<file path="config.mk">
export PLATFORM = sky130hd
export DESIGN_NAME = vbat_monitor_flat
export DESIGN_NICKNAME = d
export VERILOG_FILES = /design/src/rtl/vbat_monitor_if.sv /design/src/rtl/vbat_monitor.sv /design/src/flat_wrapper.sv
export SDC_FILE = /design/constraint.sdc
export NUM_CORES = 1
export LEC_CHECK = 0
export BUFFER_PORTS_ARGS = -buffer_cell sky130_fd_sc_hd__buf_2
export CORE_ASPECT_RATIO = 0.8
export CORE_MARGIN = 10
export CORE_UTILIZATION = 60
export CTS_CLUSTER_SIZE = 16
export DETAILED_ROUTE_END_ITERATION = 8
export HOLD_SLACK_MARGIN = 0.12
export PLACE_DENSITY = 0.78
export SLEW_MARGIN = 10
export SYNTH_ARGS = -nofsm -noshare
export SYNTH_HDL_FRONTEND = slang
export SYNTH_SLANG_ARGS = --single-unit
</file>
<file path="constraint.sdc">
create_clock -name clk -period 2.9 [get_ports clk]
set_clock_uncertainty 0.2 [all_clocks]
set_input_delay 0.29 -clock clk [delete_from_list [all_inputs] [get_ports clk]]
set_output_delay 0.29 -clock clk [all_outputs]
set_load 0.01 [all_outputs]
</file>
<file path="src/rtl/vbat_monitor_if.sv">
// vbat_monitor_if: request/result handshake between the battery
// monitor (master) and the ADC wrapper (slave).
//   adc_req   : one-cycle conversion request, master -> slave
//   adc_ready : one-cycle result strobe, slave -> master
//   adc_value : 14-bit result, qualified by adc_ready
`timescale 1ns/1ps
interface vbat_monitor_if;
  logic        adc_req;
  logic        adc_ready;
  logic [13:0] adc_value;

  modport master (
    output adc_req,
    input  adc_ready,
    input  adc_value
  );

  modport slave (
    input  adc_req,
    output adc_ready,
    output adc_value
  );
endinterface

</file>
<file path="src/rtl/vbat_monitor.sv">
// vbat_monitor: periodic ADC sampler, block averager, hysteretic
// low-battery flag and sticky conversion-timeout error.
// Ports: clk, reset_n (async, active low), enable (level),
//   err_clr (pulse), adc (vbat_monitor_if.master),
//   vbat_avg/vbat_valid (published average + strobe),
//   low_batt (hysteretic flag), timeout_err (sticky).
// Optional: define VBAT_MIN_HOLD_EN to add vbat_min, the running
//   minimum of published averages (reset/err_clr -> 14'h3FFF).
`timescale 1ns/1ps
module vbat_monitor #(
  parameter int          SAMPLE_PERIOD = 1000000,
  parameter int          AVG_LOG2      = 3,
  parameter int          TIMEOUT_CYC   = 4096,
  parameter logic [13:0] LOW_THRESH    = 14'd9000,
  parameter logic [13:0] LOW_HYST      = 14'd200
) (
  input  logic          clk,
  input  logic          reset_n,
  input  logic          enable,
  input  logic          err_clr,
  vbat_monitor_if.master adc,
  output logic [13:0]   vbat_avg,
  output logic          vbat_valid,
  output logic          low_batt,
  output logic          timeout_err
`ifdef VBAT_MIN_HOLD_EN
  ,
  output logic [13:0]   vbat_min
`endif
);

  localparam int AW = 14 + AVG_LOG2;
  localparam int PW = $clog2(SAMPLE_PERIOD);
  localparam int TW = (TIMEOUT_CYC > 2) ? $clog2(TIMEOUT_CYC) : 1;

  localparam logic [PW-1:0] P_LOAD = PW'(SAMPLE_PERIOD - 1);
  localparam logic [TW-1:0] T_LAST = TW'(TIMEOUT_CYC - 1);

  // Release level, widened so THRESH+HYST cannot wrap.
  localparam logic [14:0] HI_LVL =
    {1'b0, LOW_THRESH} + {1'b0, LOW_HYST};

  typedef enum logic [1:0] {
    IDLE,
    REQ,
    WAIT,
    GAP
  } state_t;

  state_t              state;
  logic                req_q;
  logic [AW-1:0]       acc;
  logic [AVG_LOG2-1:0] cnt;
  logic [PW-1:0]       pcnt;
  logic [TW-1:0]       tcnt;

  logic [AW-1:0]       sum;
  logic [13:0]         avg_new;
  logic                low_nxt;

  assign adc.adc_req = req_q;

  // Accumulator including the sample arriving this cycle.
  assign sum     = acc + AW'(adc.adc_value);
  assign avg_new = sum[AW-1:AVG_LOG2];

  always_comb begin
    low_nxt = low_batt;
    if ({1'b0, avg_new} >= HI_LVL)
      low_nxt = 1'b0;
    if (avg_new < LOW_THRESH)
      low_nxt = 1'b1;
  end

`ifdef VBAT_MIN_HOLD_EN
  logic [13:0] min_nxt;
  assign min_nxt = (avg_new < vbat_min) ? avg_new : vbat_min;
`endif

  always_ff @(posedge clk or negedge reset_n) begin
    if (!reset_n) begin
      state       <= IDLE;
      req_q       <= 1'b0;
      acc         <= '0;
      cnt         <= '0;
      pcnt        <= '0;
      tcnt        <= '0;
      vbat_avg    <= '0;
      vbat_valid  <= 1'b0;
      low_batt    <= 1'b0;
      timeout_err <= 1'b0;
`ifdef VBAT_MIN_HOLD_EN
      vbat_min    <= 14'h3FFF;
`endif
    end else begin
      vbat_valid <= 1'b0;
      req_q      <= 1'b0;
      if (err_clr)
        timeout_err <= 1'b0;

      if (!enable) begin
        // Any in-flight request is left alone; its result
        // arrives outside WAIT and is ignored.
        state <= IDLE;
        acc   <= '0;
        cnt   <= '0;
      end else begin
        unique case (state)
          IDLE: begin
            acc   <= '0;
            cnt   <= '0;
            state <= REQ;
            req_q <= 1'b1;
          end
          REQ: begin
            tcnt  <= '0;
            state <= WAIT;
          end
          WAIT: begin
            tcnt <= tcnt + TW'(1);
            if (adc.adc_ready) begin
              state <= GAP;
              pcnt  <= P_LOAD;
              if (cnt == '1) begin
                vbat_avg   <= avg_new;
                vbat_valid <= 1'b1;
                low_batt   <= low_nxt;
                acc        <= '0;
                cnt        <= '0;
`ifdef VBAT_MIN_HOLD_EN
                vbat_min   <= min_nxt;
`endif
              end else begin
                acc <= sum;
                cnt <= cnt + AVG_LOG2'(1);
              end
            end else if (tcnt == T_LAST) begin
              // Set takes priority over a same-cycle err_clr.
              timeout_err <= 1'b1;
              state       <= GAP;
              pcnt        <= P_LOAD;
            end
          end
          GAP: begin
            if (pcnt == '0) begin
              state <= REQ;
              req_q <= 1'b1;
            end else begin
              pcnt <= pcnt - PW'(1);
            end
          end
          default: state <= IDLE;
        endcase
      end

`ifdef VBAT_MIN_HOLD_EN
      if (err_clr)
        vbat_min <= 14'h3FFF;
`endif
    end
  end

endmodule

</file>
<file path="src/flat_wrapper.sv">
// flat-port wrapper written by rule: the top's interface ports become plain ports
module vbat_monitor_flat 
#(
  parameter int          SAMPLE_PERIOD = 1000000,
  parameter int          AVG_LOG2      = 3,
  parameter int          TIMEOUT_CYC   = 4096,
  parameter logic [13:0] LOW_THRESH    = 14'd9000,
  parameter logic [13:0] LOW_HYST      = 14'd200
)
  (clk, reset_n, enable, err_clr, vbat_avg, vbat_valid, low_batt, timeout_err, adc_adc_req, adc_adc_ready, adc_adc_value);
  vbat_monitor_if adc_i ();
  input  logic clk;
  input  logic reset_n;
  input  logic enable;
  input  logic err_clr;
  output logic [13:0] vbat_avg;
  output logic vbat_valid;
  output logic low_batt;
  output logic timeout_err;
  output wire logic [$bits(adc_i.adc_req)-1:0] adc_adc_req;
  input wire logic [$bits(adc_i.adc_ready)-1:0] adc_adc_ready;
  input wire logic [$bits(adc_i.adc_value)-1:0] adc_adc_value;
  assign adc_adc_req = adc_i.adc_req;
  assign adc_i.adc_ready = adc_adc_ready;
  assign adc_i.adc_value = adc_adc_value;
  vbat_monitor #(.SAMPLE_PERIOD(SAMPLE_PERIOD), .AVG_LOG2(AVG_LOG2), .TIMEOUT_CYC(TIMEOUT_CYC), .LOW_THRESH(LOW_THRESH), .LOW_HYST(LOW_HYST)) u_core (.clk(clk), .reset_n(reset_n), .enable(enable), .err_clr(err_clr), .adc(adc_i), .vbat_avg(vbat_avg), .vbat_valid(vbat_valid), .low_batt(low_batt), .timeout_err(timeout_err));
endmodule
</file>
==> run summary <==
Share of the yosys chip area belonging to registers -> 42.5%
Fraction of registers with async set/reset -> 100%
Fin crit share -> 96.1%
Post-detailed-route DRC marker count -> 0
Number of nets in the finished design -> 549
DRC violation total after the first TritonRoute iteration -> 191
Area delta synth->final -> 15.8%
Share of synthesized cell area in and, or, nand and nor gates -> 23.3%
Compound-gate portion of the synthesized area -> 17.8%
Achievable clock frequency -> 359 MHz
Worst min path class -> input port to flip-flop
Slew at the pin closest to its max-slew limit -> 0.615 ns
Sequential group share of total power -> 42.8%
Layout filler cell count -> 530
HPWL after DPL -> 6580 um
GRT Overall Usage -> 17.9%
Internal cell power -> 1.90 mW
Fraction of final layout cells with drive strength greater than 1 -> 18.2%
Net count after synthesis -> 496
Synthesis warning total -> 0
Xor/xnor cell area share of the yosys netlist -> 5.78%
Number of enable-type register cells in the synthesized netlist -> 0
Result of the run -> completed
Count of max-cap constraint violations -> 0
Total of endpoints with negative setup slack in the final report -> 0
Top Ports -> 37
Synthesized netlist cell count -> 454
Part of the total power dissipated in combinational logic -> 25.2%
Routability congestion estimate -> 0.873
Power density over the cells -> 566 nW/um^2
Final core area utilization -> 71.3%
Core Area -> 6890 sq um
Average vias per placed instance -> 5.86
Fraction of the mapped netlist area in adder cells -> 6.96%
Vias -> 3511
TritonCTS Sinks -> 72
Kind of launch point of the worst setup path -> flip-flop
Effective utilization at floorplan -> 61.5%
Fraction of power spent switching nets -> 31.8%
Ant. Diodes -> 0
First-pass iteration count of the detailed router -> 6
Initial antenna violation count -> 0
Most instantiated flip-flop cell in the synthesis netlist -> dfrtp_1
Max-slew headroom at the worst pin -> 58.8%
Buffers added on ports -> 36
Root buffer cell -> clkbuf_8
Slowest cell on the critical path -> dfrtp_1
Wire length of the first global-routing pass -> 15900 um
Pin count of the biggest net entering global routing -> 39
Dominant combinational cell family by area after synthesis -> simple AND/OR/NAND/NOR gates
Setup slack of the critical path after layout -> 0.114 ns
Proportion of synthesized area in mux cells -> 1.24%
Number of setup buffers added after CTS -> 0
Crit Path Max Fanout -> 4
Crit-path leading delay family -> compound AO/OA/AOI/OAI gates
H-tree lvl count -> 3
Maximum single-stage delay on the critical path -> 0.37 ns
Leak -> 2.29 nW
Post-Syn Area -> 4240 sq um
Synth cell types -> 62
Clock Pin Slew Worst Setup and Hold Paths -> 0.08 ns
Series of cell instances along the critical path -> ha_1 > inv_1 > fa_2 > nand2b_4 > a21oi_4 > o211ai_1 > a21bo_2 > nor4b_4 > o21a_1 > o22ai_1 > a31o_1
Routed length per placed instance -> 15.7 um
Synthesis-stage register bit count -> 72
Routed wire length -> 9430 um
Worst IR Drop VDD -> 329 uV
Total CTS buffers -> 9
Endpoint class of the critical path -> flip-flop
Final critical delay including setup and external delays -> 2.79 ns
Vias in the first global route -> 3454
Die Y-Extent -> 95.2 um
GRT overflow -> 0
Category of the most critical setup path -> flip-flop to flip-flop
X dimension of the die -> 114 um
Total number of placement rows -> 27
Area of the die -> 10900 sq um
TritonCTS clock tree -> built
Placed insts -> 578
Fin. Hold Viols -> 0
Post-Place Setup Slack -> -0.0641 ns
Synthesized area per cell -> 9.34 sq um
Number of buffers on the longest clock path -> 2
Routed Antenna Nets -> 0
Data arrival at the endpoint of the critical path -> 2.82 ns
Buffering stage count on the worst path with inverters included -> 1
Required time of the worst setup path -> 2.94 ns
Final Slew Violations -> 0
Clock insertion delay at the later pin of the skew report -> 0.35 ns
Clock Power Share -> 32.1%
Total net switching power -> 0.886 mW
Post-route non-filler standard cell count -> 599
-- state kept, by name (all words and copies together) (netlist names) --
name	count
u_core.pcnt	20
u_core.acc	17
u_core.vbat_avg	14
u_core.tcnt	12
u_core.cnt	3
u_core.state	2
u_core.adc.adc_req	1
u_core.low_batt	1
u_core.timeout_err	1
u_core.vbat_valid	1
-- synth_stat cells (all sizes together), types with 2 or more instances --
cell type / count / area, sq um
and3: 2 / 12.5
xor2: 14 / 123
or4: 2 / 18.8
nand3: 18 / 105
dfrtp: 72 / 1800
clkbuf: 13 / 48.8
or3: 4 / 25.0
nand4: 6 / 43.8
nand2b: 8 / 50.1
xnor2: 14 / 123
buf: 2 / 7.51
mux2: 2 / 22.5
a21bo: 2 / 20.0
o21a: 3 / 22.5
a31o: 2 / 17.5
o211ai: 4 / 30.0
ha: 22 / 275
nor4b: 2 / 32.5
o31ai: 7 / 52.6
inv: 12 / 45.0
nor3: 11 / 55.1
nand2: 70 / 263
a21oi: 13 / 65.1
a21o: 12 / 90.1
o41ai: 4 / 42.6
o21ai: 48 / 240
nor4: 7 / 95.1
nor2: 38 / 143
nor3b: 2 / 20.0
a22o: 6 / 52.6
nor2b: 10 / 70.1
mux2i: 3 / 30.0
-- worst paths after layout --
path                       cells after the start          startpoint            endpoint  slack [ns]
min                                            4       adc_adc_ready       u_core.cnt[2]        0.22
min in group asynchronous                      3             reset_n  u_core.vbat_avg[9]        0.30
max                                           11       u_core.acc[0]     u_core.low_batt        0.11
min reg2reg                                    2  u_core.vbat_avg[6]  u_core.vbat_avg[6]        0.27
max reg2reg                                   11       u_core.acc[0]     u_core.low_batt        0.11
max in group asynchronous                      3             reset_n      u_core.pcnt[3]        1.82
-- through the flow --
| stage | TNS [ns] | hold slack, ns | total power [mW] | area, sq um |
|---|---|---|---|---|
| final | 0 | 0.216 | 2.78 | 4910 |
| after global routing | -0.0327 | 0.253 | 2.94 | 4910 |
| after detailed placement | -0.0641 | 0.166 | 1.88 | 4590 |
| after CTS | 0 | 0.206 | 2.79 | 4890 |
| after global placement | 0 | 0.159 | 1.86 | 4590 |
| after floorplan | 0 | -0.206 | 1.68 | 4240 |
-- tightest hold or removal path: cells and delay by family --
family	cells	cell delay (ns)
and+or+nand+nor	1	0.11
AOI/OAI and AO/OA	1	0.05
buffers and inverters	1	0.12
muxes	1	0.15
-- metal layers --
metal	track usage (%)	up-vias	wire, um
met5	0	-	0
li1	-	1719	-
met4	5.21	0	97
met3	5.46	10	584
met1	23.2	1692	4340
met2	28.4	90	4420
-- final cells by class --
cell class,count,area (sq um),area share [%]
flip-flops and latches,72,1800,36.7
clock inverters,4,76.3,1.55
well taps,87,109,2.22
inverters,12,45.0,0.917
multi-input cells,355,2380,48.5
clock buffers,12,145,2.95
repair buffers,57,350,7.13
-- power by group through the flow --
stage,Combinational [mW],Clock (mW),Sequential [mW]
after CTS,0.695,0.910,1.19
after detailed placement,0.673,0,1.21
final,0.700,0.891,1.19
after global routing,0.791,0.949,1.20
after floorplan,0.485,0,1.19
after global placement,0.656,0,1.20
-- repair_timing --
item                                    CTS  global route
gates resized for setup                   4             3
pin swaps                                 0             3
hold buffers                              5             0
hold endpoints to repair                 79             0
gates cloned                              0             0
endpoints found under the setup margin    1             2
-- cell usage in the layout, fill, tap and decap left out, drive strengths merged, types with 6 or more instances in the layout --
cell | Yosys | final
nand3 | 18 | 18
dfrtp | 72 | 72
o31ai | 7 | 7
nand2 | 70 | 70
xor2 | 14 | 14
ha | 22 | 22
nor4 | 7 | 7
a22o | 6 | 6
a21oi | 13 | 13
nand4 | 6 | 6
clkbuf | 13 | 12
a21o | 12 | 12
nor3 | 11 | 11
buf | 2 | 52
inv | 12 | 13
o21ai | 48 | 48
nand2b | 8 | 8
xnor2 | 14 | 14
nor2 | 38 | 38
nor2b | 10 | 10
-- cell families (layout without fill, tap and decap cells) --
family,count (synthesis),count (layout)
compound gates,114,114
simple gates,185,185
fa+ha+maj,23,23
flops,72,72
mux,5,5
xor+xnor,28,28
buf+inv,27,85
Power figures use the tool's default switching activity.
